### config.mk
export PLATFORM = sky130hd
export DESIGN_NAME = svga_timing_gen_param
export DESIGN_NICKNAME = d
export VERILOG_FILES = /design/src/rtl/svga_timing_pkg.sv /design/src/rtl/svga_sync_counter.sv /design/src/rtl/svga_timing_gen_param.sv
export SDC_FILE = /design/constraint.sdc
export NUM_CORES = 1
export LEC_CHECK = 0
export BUFFER_PORTS_ARGS = -buffer_cell sky130_fd_sc_hd__buf_2
export CAP_MARGIN = 0
export CORE_ASPECT_RATIO = 2
export CORE_MARGIN = 2
export CORE_UTILIZATION = 34
export DETAILED_ROUTE_END_ITERATION = 6
export HOLD_SLACK_MARGIN = 0.15
export PLACE_DENSITY = 0.52
export SKIP_CTS_REPAIR_TIMING = 1
export SLEW_MARGIN = 10
export SYNTH_ARGS = -nofsm -noshare
export SYNTH_HDL_FRONTEND = slang
export SYNTH_HIERARCHICAL = 1
export SYNTH_SLANG_ARGS = --single-unit
export TNS_END_PERCENT = 1
### constraint.sdc
create_clock -name pixel_clock -period 3.65 [get_ports pixel_clock]
set_clock_uncertainty 0.2 [all_clocks]
set_input_delay 0 -clock pixel_clock [delete_from_list [all_inputs] [get_ports pixel_clock]]
set_output_delay 0 -clock pixel_clock [all_outputs]
set_load 0.02 [all_outputs]
### src/rtl/svga_timing_pkg.sv
// Shared widths, default 640x480 timing set, mode payload and total-length helpers
// for the parametrised SVGA timing generator.
package svga_timing_pkg;

  localparam int unsigned PIX_W     = 11;
  localparam int unsigned LINE_W    = 10;
  localparam int unsigned SUBPIX_W  = 4;
  localparam int unsigned SUBLINE_W = 5;
  localparam int unsigned CHAR_W    = 7;
  localparam int unsigned GPIX_W    = 9;
  localparam int unsigned GROW_W    = 8;
  localparam int unsigned GREP_W    = 2;
  localparam int unsigned FRAME_W   = 8;

  localparam int unsigned DEF_H_ACTIVE     = 640;
  localparam int unsigned DEF_H_FP         = 16;
  localparam int unsigned DEF_H_SYNC       = 96;
  localparam int unsigned DEF_H_BP         = 48;
  localparam int unsigned DEF_V_ACTIVE     = 480;
  localparam int unsigned DEF_V_FP         = 10;
  localparam int unsigned DEF_V_SYNC       = 2;
  localparam int unsigned DEF_V_BP         = 33;
  localparam int unsigned DEF_H_BORDER     = 64;
  localparam int unsigned DEF_V_BORDER     = 48;
  localparam int unsigned DEF_DECODE_DELAY = 7;
  localparam bit          DEF_HSYNC_POL    = 1'b1;
  localparam bit          DEF_VSYNC_POL    = 1'b1;

  // Run-time mode, shadowed once per frame
  typedef struct packed {
    logic                 cell_narrow;
    logic [SUBLINE_W-1:0] cell_h_m1;
    logic [GREP_W-1:0]    vscale_m1;
  } mode_t;

  function automatic int unsigned h_total(input int unsigned active, input int unsigned fp,
                                          input int unsigned sync, input int unsigned bp);
    return active + fp + sync + bp;
  endfunction

  function automatic int unsigned v_total(input int unsigned active, input int unsigned fp,
                                          input int unsigned sync, input int unsigned bp);
    return active + fp + sync + bp;
  endfunction

endpackage

### src/rtl/svga_sync_counter.sv
// Wrapping position counter with registered blank and sync flags aligned to the count.
module svga_sync_counter #(
  parameter int unsigned W       = 11,
  parameter int unsigned TOTAL   = 800,
  parameter int unsigned ACTIVE  = 640,
  parameter int unsigned SYNC_LO = 656,
  parameter int unsigned SYNC_HI = 751,
  parameter bit          POL     = 1'b1
) (
  input  logic         clk_i,
  input  logic         rst_i,
  input  logic         en_i,
  output logic [W-1:0] count_o,
  output logic [W-1:0] count_next_c_o,
  output logic         blank_o,
  output logic         sync_o
);

  localparam logic [W-1:0] LAST   = W'(TOTAL - 1);
  localparam logic [W-1:0] ACT    = W'(ACTIVE);
  localparam logic [W-1:0] S_LO   = W'(SYNC_LO);
  localparam logic [W-1:0] S_HI   = W'(SYNC_HI);

  logic [W-1:0] count_q, count_d;
  logic         blank_q, blank_d;
  logic         sync_q, sync_d;

  // Flags are decoded from the next count so they line up with count_o
  always_comb begin
    count_d = count_q;
    if (en_i) begin
      count_d = (count_q == LAST) ? '0 : count_q + W'(1);
    end
    blank_d = (count_d >= ACT);
    sync_d  = ((count_d >= S_LO) && (count_d <= S_HI)) ? POL : ~POL;
  end

  always_ff @(posedge clk_i) begin
    if (rst_i) begin
      count_q <= '0;
      blank_q <= 1'b0;
      sync_q  <= ~POL;
    end else begin
      count_q <= count_d;
      blank_q <= blank_d;
      sync_q  <= sync_d;
    end
  end

  assign count_o        = count_q;
  assign count_next_c_o = count_d;
  assign blank_o        = blank_q;
  assign sync_o         = sync_q;

endmodule

### src/rtl/svga_timing_gen_param.sv
// Programmable video timing generator: H/V sync and blank, border window, and the
// text-cell and scaled-graphics fetch counters for the VRAM/font/palette pipeline.
module svga_timing_gen_param
  import svga_timing_pkg::*;
#(
  parameter int unsigned H_ACTIVE     = DEF_H_ACTIVE,
  parameter int unsigned H_FP         = DEF_H_FP,
  parameter int unsigned H_SYNC       = DEF_H_SYNC,
  parameter int unsigned H_BP         = DEF_H_BP,
  parameter int unsigned V_ACTIVE     = DEF_V_ACTIVE,
  parameter int unsigned V_FP         = DEF_V_FP,
  parameter int unsigned V_SYNC       = DEF_V_SYNC,
  parameter int unsigned V_BP         = DEF_V_BP,
  parameter int unsigned H_BORDER     = DEF_H_BORDER,
  parameter int unsigned V_BORDER     = DEF_V_BORDER,
  parameter int unsigned DECODE_DELAY = DEF_DECODE_DELAY,
  parameter bit          HSYNC_POL    = DEF_HSYNC_POL,
  parameter bit          VSYNC_POL    = DEF_VSYNC_POL
) (
  input  logic                 pixel_clock,
  input  logic                 reset,
  input  logic                 cell_narrow,
  input  logic [SUBLINE_W-1:0] cell_h_m1,
  input  logic [GREP_W-1:0]    vscale_m1,
  output logic                 h_synch,
  output logic                 v_synch,
  output logic                 h_blank,
  output logic                 v_blank,
  output logic [PIX_W-1:0]     pixel_count,
  output logic [LINE_W-1:0]    line_count,
  output logic                 show_border,
  output logic [SUBPIX_W-1:0]  subchar_pixel,
  output logic [SUBLINE_W-1:0] subchar_line,
  output logic [CHAR_W-1:0]    char_column,
  output logic [CHAR_W-1:0]    char_line,
  output logic [GPIX_W-1:0]    graph_pixel,
  output logic [GROW_W-1:0]    graph_row,
  output logic [GREP_W-1:0]    graph_rep,
  output logic                 frame_start,
  output logic [FRAME_W-1:0]   frame_count
);

  localparam int unsigned H_TOTAL = h_total(H_ACTIVE, H_FP, H_SYNC, H_BP);
  localparam int unsigned V_TOTAL = v_total(V_ACTIVE, V_FP, V_SYNC, V_BP);

  if (H_TOTAL > 2048) begin : g_h_total_chk
    $error("svga_timing_gen_param: H_TOTAL must not exceed 2048");
  end
  if (V_TOTAL > 1024) begin : g_v_total_chk
    $error("svga_timing_gen_param: V_TOTAL must not exceed 1024");
  end
  if (H_BORDER < DECODE_DELAY) begin : g_border_chk
    $error("svga_timing_gen_param: H_BORDER must be at least DECODE_DELAY");
  end

  localparam logic [PIX_W-1:0]  H_LAST   = PIX_W'(H_TOTAL - 1);
  localparam logic [PIX_W-1:0]  H_ACT_LAST = PIX_W'(H_ACTIVE - 1);
  localparam logic [PIX_W-1:0]  FETCH_LO = PIX_W'(H_BORDER - DECODE_DELAY);
  localparam logic [PIX_W-1:0]  FETCH_HI = PIX_W'(H_ACTIVE - H_BORDER - DECODE_DELAY - 1);
  localparam logic [PIX_W-1:0]  X_LO     = PIX_W'(H_BORDER);
  localparam logic [PIX_W-1:0]  X_HI     = PIX_W'(H_ACTIVE - H_BORDER - 1);
  localparam logic [LINE_W-1:0] V_LAST   = LINE_W'(V_TOTAL - 1);
  localparam logic [LINE_W-1:0] Y_LO     = LINE_W'(V_BORDER);
  localparam logic [LINE_W-1:0] Y_HI     = LINE_W'(V_ACTIVE - V_BORDER - 1);

  logic [PIX_W-1:0]  pixel_next;
  logic [LINE_W-1:0] line_next;
  logic              h_last, frame_last, show_line, fetch_en;
  logic [SUBPIX_W-1:0] cell_wrap;
  mode_t             mode_in, mode_q, mode_d;

  logic [SUBPIX_W-1:0]  subchar_pixel_q, subchar_pixel_d;
  logic [CHAR_W-1:0]    char_column_q, char_column_d;
  logic [GPIX_W-1:0]    graph_pixel_q, graph_pixel_d;
  logic [SUBLINE_W-1:0] subchar_line_q, subchar_line_d;
  logic [CHAR_W-1:0]    char_line_q, char_line_d;
  logic [GROW_W-1:0]    graph_row_q, graph_row_d;
  logic [GREP_W-1:0]    graph_rep_q, graph_rep_d;
  logic                 show_border_q, show_border_d;
  logic                 frame_start_q, frame_start_d;
  logic [FRAME_W-1:0]   frame_count_q, frame_count_d;

  assign mode_in = '{cell_narrow: cell_narrow, cell_h_m1: cell_h_m1, vscale_m1: vscale_m1};

  svga_sync_counter #(
    .W      (PIX_W),
    .TOTAL  (H_TOTAL),
    .ACTIVE (H_ACTIVE),
    .SYNC_LO(H_ACTIVE + H_FP),
    .SYNC_HI(H_ACTIVE + H_FP + H_SYNC - 1),
    .POL    (HSYNC_POL)
  ) u_h_cnt (
    .clk_i         (pixel_clock),
    .rst_i         (reset),
    .en_i          (1'b1),
    .count_o       (pixel_count),
    .count_next_c_o(pixel_next),
    .blank_o       (h_blank),
    .sync_o        (h_synch)
  );

  svga_sync_counter #(
    .W      (LINE_W),
    .TOTAL  (V_TOTAL),
    .ACTIVE (V_ACTIVE),
    .SYNC_LO(V_ACTIVE + V_FP),
    .SYNC_HI(V_ACTIVE + V_FP + V_SYNC - 1),
    .POL    (VSYNC_POL)
  ) u_v_cnt (
    .clk_i         (pixel_clock),
    .rst_i         (reset),
    .en_i          (h_last),
    .count_o       (line_count),
    .count_next_c_o(line_next),
    .blank_o       (v_blank),
    .sync_o        (v_synch)
  );

  always_comb begin
    h_last     = (pixel_count == H_LAST);
    frame_last = h_last && (line_count == V_LAST);
    show_line  = (line_count >= Y_LO) && (line_count <= Y_HI);
    fetch_en   = show_line && (pixel_count >= FETCH_LO) && (pixel_count <= FETCH_HI);
    cell_wrap  = mode_q.cell_narrow ? SUBPIX_W'(7) : SUBPIX_W'(15);
  end

  // Next-state for shadows, fetch counters, border and frame markers
  always_comb begin
    mode_d          = mode_q;
    subchar_pixel_d = subchar_pixel_q;
    char_column_d   = char_column_q;
    graph_pixel_d   = graph_pixel_q;
    subchar_line_d  = subchar_line_q;
    char_line_d     = char_line_q;
    graph_row_d     = graph_row_q;
    graph_rep_d     = graph_rep_q;

    if (frame_last) begin
      mode_d = mode_in;
    end

    if (pixel_count == H_ACT_LAST) begin
      subchar_pixel_d = '0;
      char_column_d   = '0;
      graph_pixel_d   = '0;
    end else if (fetch_en) begin
      graph_pixel_d = graph_pixel_q + GPIX_W'(1);
      if (subchar_pixel_q == cell_wrap) begin
        subchar_pixel_d = '0;
        char_column_d   = char_column_q + CHAR_W'(1);
      end else begin
        subchar_pixel_d = subchar_pixel_q + SUBPIX_W'(1);
      end
    end

    if (h_last) begin
      if (line_next == Y_LO) begin
        subchar_line_d = '0;
        char_line_d    = '0;
        graph_row_d    = '0;
        graph_rep_d    = '0;
      end else if (show_line) begin
        if (subchar_line_q == mode_q.cell_h_m1) begin
          subchar_line_d = '0;
          char_line_d    = char_line_q + CHAR_W'(1);
        end else begin
          subchar_line_d = subchar_line_q + SUBLINE_W'(1);
        end
        if (graph_rep_q == mode_q.vscale_m1) begin
          graph_rep_d = '0;
          graph_row_d = graph_row_q + GROW_W'(1);
        end else begin
          graph_rep_d = graph_rep_q + GREP_W'(1);
        end
      end
    end

    show_border_d = !((line_next >= Y_LO) && (line_next <= Y_HI) &&
                      (pixel_next >= X_LO) && (pixel_next <= X_HI));
    frame_start_d = (pixel_next == '0) && (line_next == '0);
    frame_count_d = frame_start_d ? frame_count_q + FRAME_W'(1) : frame_count_q;
  end

  always_ff @(posedge pixel_clock) begin
    if (reset) begin
      mode_q          <= mode_in;
      subchar_pixel_q <= '0;
      char_column_q   <= '0;
      graph_pixel_q   <= '0;
      subchar_line_q  <= '0;
      char_line_q     <= '0;
      graph_row_q     <= '0;
      graph_rep_q     <= '0;
      show_border_q   <= 1'b1;
      frame_start_q   <= 1'b0;
      frame_count_q   <= '0;
    end else begin
      mode_q          <= mode_d;
      subchar_pixel_q <= subchar_pixel_d;
      char_column_q   <= char_column_d;
      graph_pixel_q   <= graph_pixel_d;
      subchar_line_q  <= subchar_line_d;
      char_line_q     <= char_line_d;
      graph_row_q     <= graph_row_d;
      graph_rep_q     <= graph_rep_d;
      show_border_q   <= show_border_d;
      frame_start_q   <= frame_start_d;
      frame_count_q   <= frame_count_d;
    end
  end

  assign subchar_pixel = subchar_pixel_q;
  assign char_column   = char_column_q;
  assign graph_pixel   = graph_pixel_q;
  assign subchar_line  = subchar_line_q;
  assign char_line     = char_line_q;
  assign graph_row     = graph_row_q;
  assign graph_rep     = graph_rep_q;
  assign show_border   = show_border_q;
  assign frame_start   = frame_start_q;
  assign frame_count   = frame_count_q;

endmodule

==> flow_summary_export.csv, run 1 <==
group,metric,value,unit
run_status,status,"completed",
floorplan,die_h,168.6,µm
floorplan,dieWidth,86.29,µm
hold_path,hp-start,"cell_h_m1[0]",
cts,clk_pin_slew,0.07,ns
cts,cts_tree,"yes",
sta,holdWs,0.1647,ns
grt,grt_pass1_wl,21510,µm
grt,use_met1,18.92,%
synthesis,netlist_area,4604,µm²
placement,dp_hpwl,10090,µm
cts,cts_htree_levels,3,
synthesis,synth_top_area_share,33.48,%
final_layout,utilization,44.82,%
sta,finalSetupViolations,0,
power,pwr-share-clk,47.7,%
final_layout,stdcell_area,5989,µm²
sta,tns,0,ns
setup_path,crit_arrival,3.54,ns
cts,clk_latency,0.35,ns
grt,grt_max_degree,49,
synthesis,yosys_warnings,6,
floorplan,core-area,13360,µm²
detailed_routing,drtIter0Drc,214,
grt,met2_usage,35.05,%
floorplan,rows,60,
final_layout,area_delta_synth_final,30.08,%
sta,period_share,96.95,%
power,p_leak,0.002521,µW
power,switchingPower,526.2,µW
synthesis,syn_nets,548,
detailed_routing,drt_wl_total,13400,µm
power,sequentialPowerShare,45.5,%
synthesis,synth_cell_type_count,70,
cts,clk_path_buf_depth,2,
cts,cts_buffers,9,
synthesis,yosys.area.top_type,"dfxtp_1",
power,internal_power,1631,µW
final_layout,drive_gt1_share,30.78,%
detailed_routing,via_per_inst,5.462,
detailed_routing,wl_per_cell,16.32,µm
setup_path,critPathCaptureType,"flip-flop",
setup_path,crit_required,3.65,ns
synthesis,syn_inst,528,
setup_path,crit_path_max_fanout,6,
power,peakVddDrop,0.2278,mV
synthesis,synth.avg_cell_area,8.720,µm²
floorplan,initial_core_util,34.46,%
placement,gp_congestion,0.8779,
sta,worst_pin_slew,0.6562,ns
grt,antenna_found_initial,0,
final_layout,fin_nets,681,
synthesis,synth-seq-area-share,38.70,%
setup_path,reg2reg_from,"u_h_cnt/count_o[5]$_SDFF_PP0_",
hold_path,min_path_type,"in -> reg",
synthesis,synth_area_leaders,"dfxtp_1 33%, edfxtp_1 5.2%, nand2_1 3.8%",
placement,port_buffers,86,
grt,grt_pass1_vias,4299,
sta,fin_crit,3.539,ns
setup_path,crit_start,"u_h_cnt/count_o[5]$_SDFF_PP0_",
cts,cts.sinks,85,
final_layout,num_antenna_cells,0,
final_layout,n_fill_cell,1343,
detailed_routing,drc,0,
synthesis,synth.most_common_cell,"dfxtp_1",
floorplan,top_level_ports,87,
power,p_total,2157,µW
sta,rsz0062_at_grt,"false",
setup_path,worstSetupPathType,"reg -> reg",
sta,hold_viol,0,
power,power_density,360.2,nW/µm²
synthesis,synth_edf_count,8,
sta,drv_slew,0,
grt,grt.busiest_layer,"met2",
setup_path,start_kind,"flip-flop",
detailed_routing,vias,4484,
synthesis,ys_ff_latch,85,
power,swShare,24.39,%
detailed_routing,firstDrtPassIters,4,
synthesis,synth_ff_type,"dfxtp_1",
floorplan,die-area,14550,µm²
synthesis,synthArstFlopShare,0,%
job,cap_violations,0,
grt,grt_usage,18.53,%
sta,slew_headroom,56.25,%
power,power_frac_comb,6.8,%
cts,root_buffer,"clkbuf_16",
sta,fmax,282.6,MHz
detailed_routing,ant_nets,0,
placement,place_area,5538,µm²
grt,overflow,0,
synthesis,synthTopCellsByCount,"77 x dfxtp_1, 46 x nand2_1, 44 x nor2_1, 28 x a21oi_1, 26 x nand3_1",
grt,met3_usage,3.462,%
==> metrics by stage <==
stage               cells  setup slack [ns]
global placement      795            0.1275
finish                821            0.1112
CTS                   811           0.05630
floorplan             528          -0.07748
detailed placement    795           0.06961
global route          821           0.01904
==> worst max-delay path, stage by stage, from the launching register on <==
cell and delay, ns:
dfxtp_2 0.32, or3b_1 0.37, or3_4 0.35, clkinv_4 0.07, nand3_1 0.09, nor2_1 0.14
and4_2 0.26, xor2_2 0.07, a21boi_1 0.15, or4_4 0.52, or3_4 0.42, nand4_1 0.22
or3b_2 0.16, a21oi_1 0.05
==> layout make-up <==
cell class / count / area (µm²) / area share [%]
Clock buffer: 9 / 225.2 / 3.760
Clock inverter: 7 / 105.1 / 1.755
Inverter: 20 / 80.08 / 1.337
Multi-Input combinational cell: 400 / 2681 / 44.77
Sequential cell: 85 / 1792 / 29.91
Tap cell: 155 / 193.9 / 3.238
Timing Repair Buffer: 145 / 912.1 / 15.23
==> final timing paths <==
kind | slack [ns] | cells past startpoint | endpoint
max reg2reg | 0.11 | 13 | graph_row[5]$_SDFFE_PP0P_
max | 0.11 | 13 | graph_row[5]$_SDFFE_PP0P_
min reg2reg | 0.28 | 2 | char_column[6]$_SDFFE_PP0P_
min | 0.16 | 2 | mode_q[2]$_DFFE_PP_
==> sequential cells by signal, indices dropped and copies added, names as in the netlist, 2 cells and up <==
name	count
char_column	7
char_line	7
frame_count	8
graph_pixel	9
graph_rep	2
graph_row	8
mode_q	8
subchar_line	5
subchar_pixel	4
u_h_cnt/count_o	11
u_v_cnt/count_o	10
==> power groups by stage <==
| stage | Sequential (µW) | Clock, µW | Combinational (µW) |
|---|---|---|---|
| after floorplan | 1020 | 0 | 65.5 |
| after global placement | 1000 | 0 | 140 |
| after detailed placement | 1000 | 0 | 142 |
| after CTS | 981 | 1050 | 142 |
| after global routing | 984 | 1090 | 163 |
| final | 981 | 1030 | 147 |
==> layout by cell type, fill, tap and decap left out, drive strengths merged, types with 10 or more instances in the layout <==
| cell type | instances |
|---|---|
| buf | 136 |
| nand3 | 26 |
| a21oi | 28 |
| or3 | 14 |
| nor4 | 11 |
| o211ai | 12 |
| nor2 | 45 |
| dfxtp | 77 |
| xor2 | 18 |
| xnor2 | 17 |
| nand2 | 46 |
| o21ai | 19 |
| inv | 21 |
| nor3 | 23 |
| a31oi | 14 |
| or4 | 15 |
| nand4 | 11 |
| ha | 10 |
==> cell families after synthesis <==
kind of cell               after synthesis  share of synthesized area, %
DFF                                     85                         38.70
other                                    1                       0.08144
muxes                                    8                         1.766
AOI/OAI and AO/OA                      103                         14.57
xor gates and xnor gates                35                         6.658
adders and majority gates               10                         2.717
buffers and inverters                   43                         4.456
and+or+nand+nor                        243                         31.06
==> routing by layer <==
| metal | share of wire, % | vias to the layer above |
|---|---|---|
| li1 | - | 2195 |
| met1 | 38 | 2142 |
| met2 | 55 | 118 |
| met3 | 3.9 | 29 |
| met4 | 3.4 | 0 |
| met5 | 0 | - |
Power figures use the tool's default switching activity.
==> run 2, diff against run 1 <==
Settings changed: SETUP_SLACK_MARGIN set to 0.5.
==> run 2 against run 1 <==
Compared with the run above:
- final cell count fell by 1.2%
- routed wire length rose by 0.39%
- count of clock-buffer cells in the layout rose by 1
- global-route usage rose by 0.11 points
- register-to-register slack improved by 0.06 ns
- non-clock buffer count fell by 10
- setup slack improved by 0.056 ns
- via count fell by 1.9%
- sequential share of layout area rose by 0.45 points
- largest cell class unchanged
- highest routed layer unchanged
==> flow_summary_export.csv, run 2 (synthesis gave the netlist of run 1 again) <==
group,metric,value,unit
hold_path,hp-start,"cell_narrow",
cts,clk_latency,0.34,ns
sta,fmax,287.1,MHz
cts,cts.sinks,85,
grt,overflow,0,
setup_path,slowest_stage,"or4_4",
final_layout,fin_nets,671,
final_layout,stdcell_area,5904,µm²
placement,dp_slack,0.08617,ns
sta,finalSetupViolations,0,
cts,clk_path_buf_depth,2,
setup_path,cp_cell_sequence,"or3b_1 > or3_4 > clkinv_8 > nand3_2 > nor2_4 > and4_4 > xor2_2 > a21boi_2 > or4_4 > or2_4 > nor3_4 > a31o_2 > a21oi_1",
placement,port_buffers,86,
setup_path,start_kind,"flip-flop",
sta,drv_slew,0,
grt,grt_pass1_wl,21420,µm
job,cap_violations,0,
sta,period_share,95.42,%
final_layout,num_antenna_cells,0,
setup_path,r2r_cells,13,
sta,tns,0,ns
setup_path,r2r-end,"frame_count[4]$_SDFFE_PP0P_",
power,peakVddDrop,0.2130,mV
cts,cts_htree_levels,3,
sta,worst_pin_slew,0.6636,ns
hold_path,min_to,"mode_q[7]$_DFFE_PP_",
placement,dp_hpwl,10090,µm
setup_path,crit_path_max_fanout,9,
cts,clk_pin_slew,0.07,ns
sta,fin_crit,3.483,ns
floorplan,die_h,168.6,µm
detailed_routing,via_per_inst,5.423,
sta,rsz0062_at_grt,"true",
cts,root_buffer,"clkbuf_16",
detailed_routing,drtIter0Drc,184,
placement,place_area,5466,µm²
final_layout,layout_common_cells,"86 x buf_2, 70 x dfxtp_1, 45 x nand2_1",
detailed_routing,ant_nets,0,
hold_path,min_path_type,"in -> reg",
placement,gp_congestion,0.8831,
final_layout,final_common_cell,"buf_2",
final_layout,seqCellArea,1793,µm²
setup_path,slowest_delay,0.46,ns
floorplan,top_level_ports,87,
final_layout,n_fill_cell,1366,
power,p_leak,0.002460,µW
detailed_routing,firstDrtPassIters,4,
cts,cts_buffers,9,
setup_path,worstSetupPathType,"reg -> reg",
floorplan,initial_core_util,34.46,%
grt,grt_max_degree,49,
setup_path,crit_required,3.65,ns
setup_path,crit_arrival,3.48,ns
run_status,status,"completed",
sta,slew_headroom,55.76,%
setup_path,critPathCaptureType,"flip-flop",
setup_path,r2r_slack,0.17,ns
setup_path,cp.buffers_inverters,1,
final_layout,drive_gt1_share,30.34,%
detailed_routing,vias,4398,
setup_path,reg2reg_from,"u_h_cnt/count_o[5]$_SDFF_PP0_",
power,power_density,353.6,nW/µm²
setup_path,crit_family,"simple AND/OR/NAND/NOR gates",
floorplan,dieWidth,86.29,µm
floorplan,die-area,14550,µm²
hold_path,min_path_cells,2,
cts,cts_tree,"yes",
final_layout,utilization,44.19,%
final_layout,largest_register_ffs,11,
floorplan,rows,60,
grt,antenna_found_initial,0,
detailed_routing,drt_wl_total,13450,µm
floorplan,core-area,13360,µm²
detailed_routing,wl_per_cell,16.59,µm
final_layout,area_delta_synth_final,28.23,%
sta,hold_viol,0,
final_layout,multi_input_area,2701,µm²
sta,fin_ws,0.1671,ns
detailed_routing,drc,0,
grt,grt_pass1_vias,4281,
grt,grt_usage,18.64,%
==> run 2: cell type report <==
class,instances,share of cell area [%]
clock buffers,10,4.047
multi-input cells,400,45.75
flip-flops and latches,85,30.37
clock inverters,6,1.166
repair buffers,135,13.90
well taps,155,3.285
inverters,20,1.483
==> run 2: power breakdown <==
| part | internal (µW) | leakage, µW | switching (µW) |
|---|---|---|---|
| Clock | 557 | 0.000155 | 404 |
| Sequential | 962 | 0.000704 | 19.2 |
| Combinational | 56.1 | 0.00160 | 89.3 |
==> run 2: worst reg2reg max path: cells and delay by family (launching register included) <==
family	cells	cell delay [ns]
AO/OA/AOI/OAI	3	0.43
XOR/XNOR	1	0.06
buffers and inverters	1	0.08
flip-flops	1	0.32
AND/OR/NAND/NOR	8	2.25
==> run 2: layer usage <==
metal	routed length [µm]	vias up	track usage (%)
li1	-	2168	-
met1	4966	2081	19.72
met3	633	22	3.657
met2	7482	127	34.72
met4	371	0	8.220
met5	0	-	0
==> run 2: worst max-delay path by stage <==
stage	start	endpoint	slack, ns	depth (start not counted)
after floorplan	u_h_cnt/count_o[8]$_SDFF_PP0_	graph_row[5]$_SDFFE_PP0P_	0.09	15
after global placement	u_h_cnt/count_o[5]$_SDFF_PP0_	graph_row[2]$_SDFFE_PP0P_	0.15	13
after detailed placement	u_h_cnt/count_o[7]$_SDFF_PP0_	graph_row[3]$_SDFFE_PP0P_	0.09	13
after CTS	u_h_cnt/count_o[7]$_SDFF_PP0_	graph_row[3]$_SDFFE_PP0P_	0.06	13
after global routing	u_h_cnt/count_o[5]$_SDFF_PP0_	frame_count[4]$_SDFFE_PP0P_	0.06	13
final	u_h_cnt/count_o[5]$_SDFF_PP0_	frame_count[4]$_SDFFE_PP0P_	0.17	13
==> run 2: stage by stage <==
step                      total power (µW)  hold WS (ns)  std cells
final                                 2088        0.1648        811
after detailed placement              1139      -0.02131        784
after global routing                  2171        0.1587        811
after global placement                1136      -0.02272        784
after floorplan                       1087       -0.1231        528
after CTS                             2111       -0.3878        800
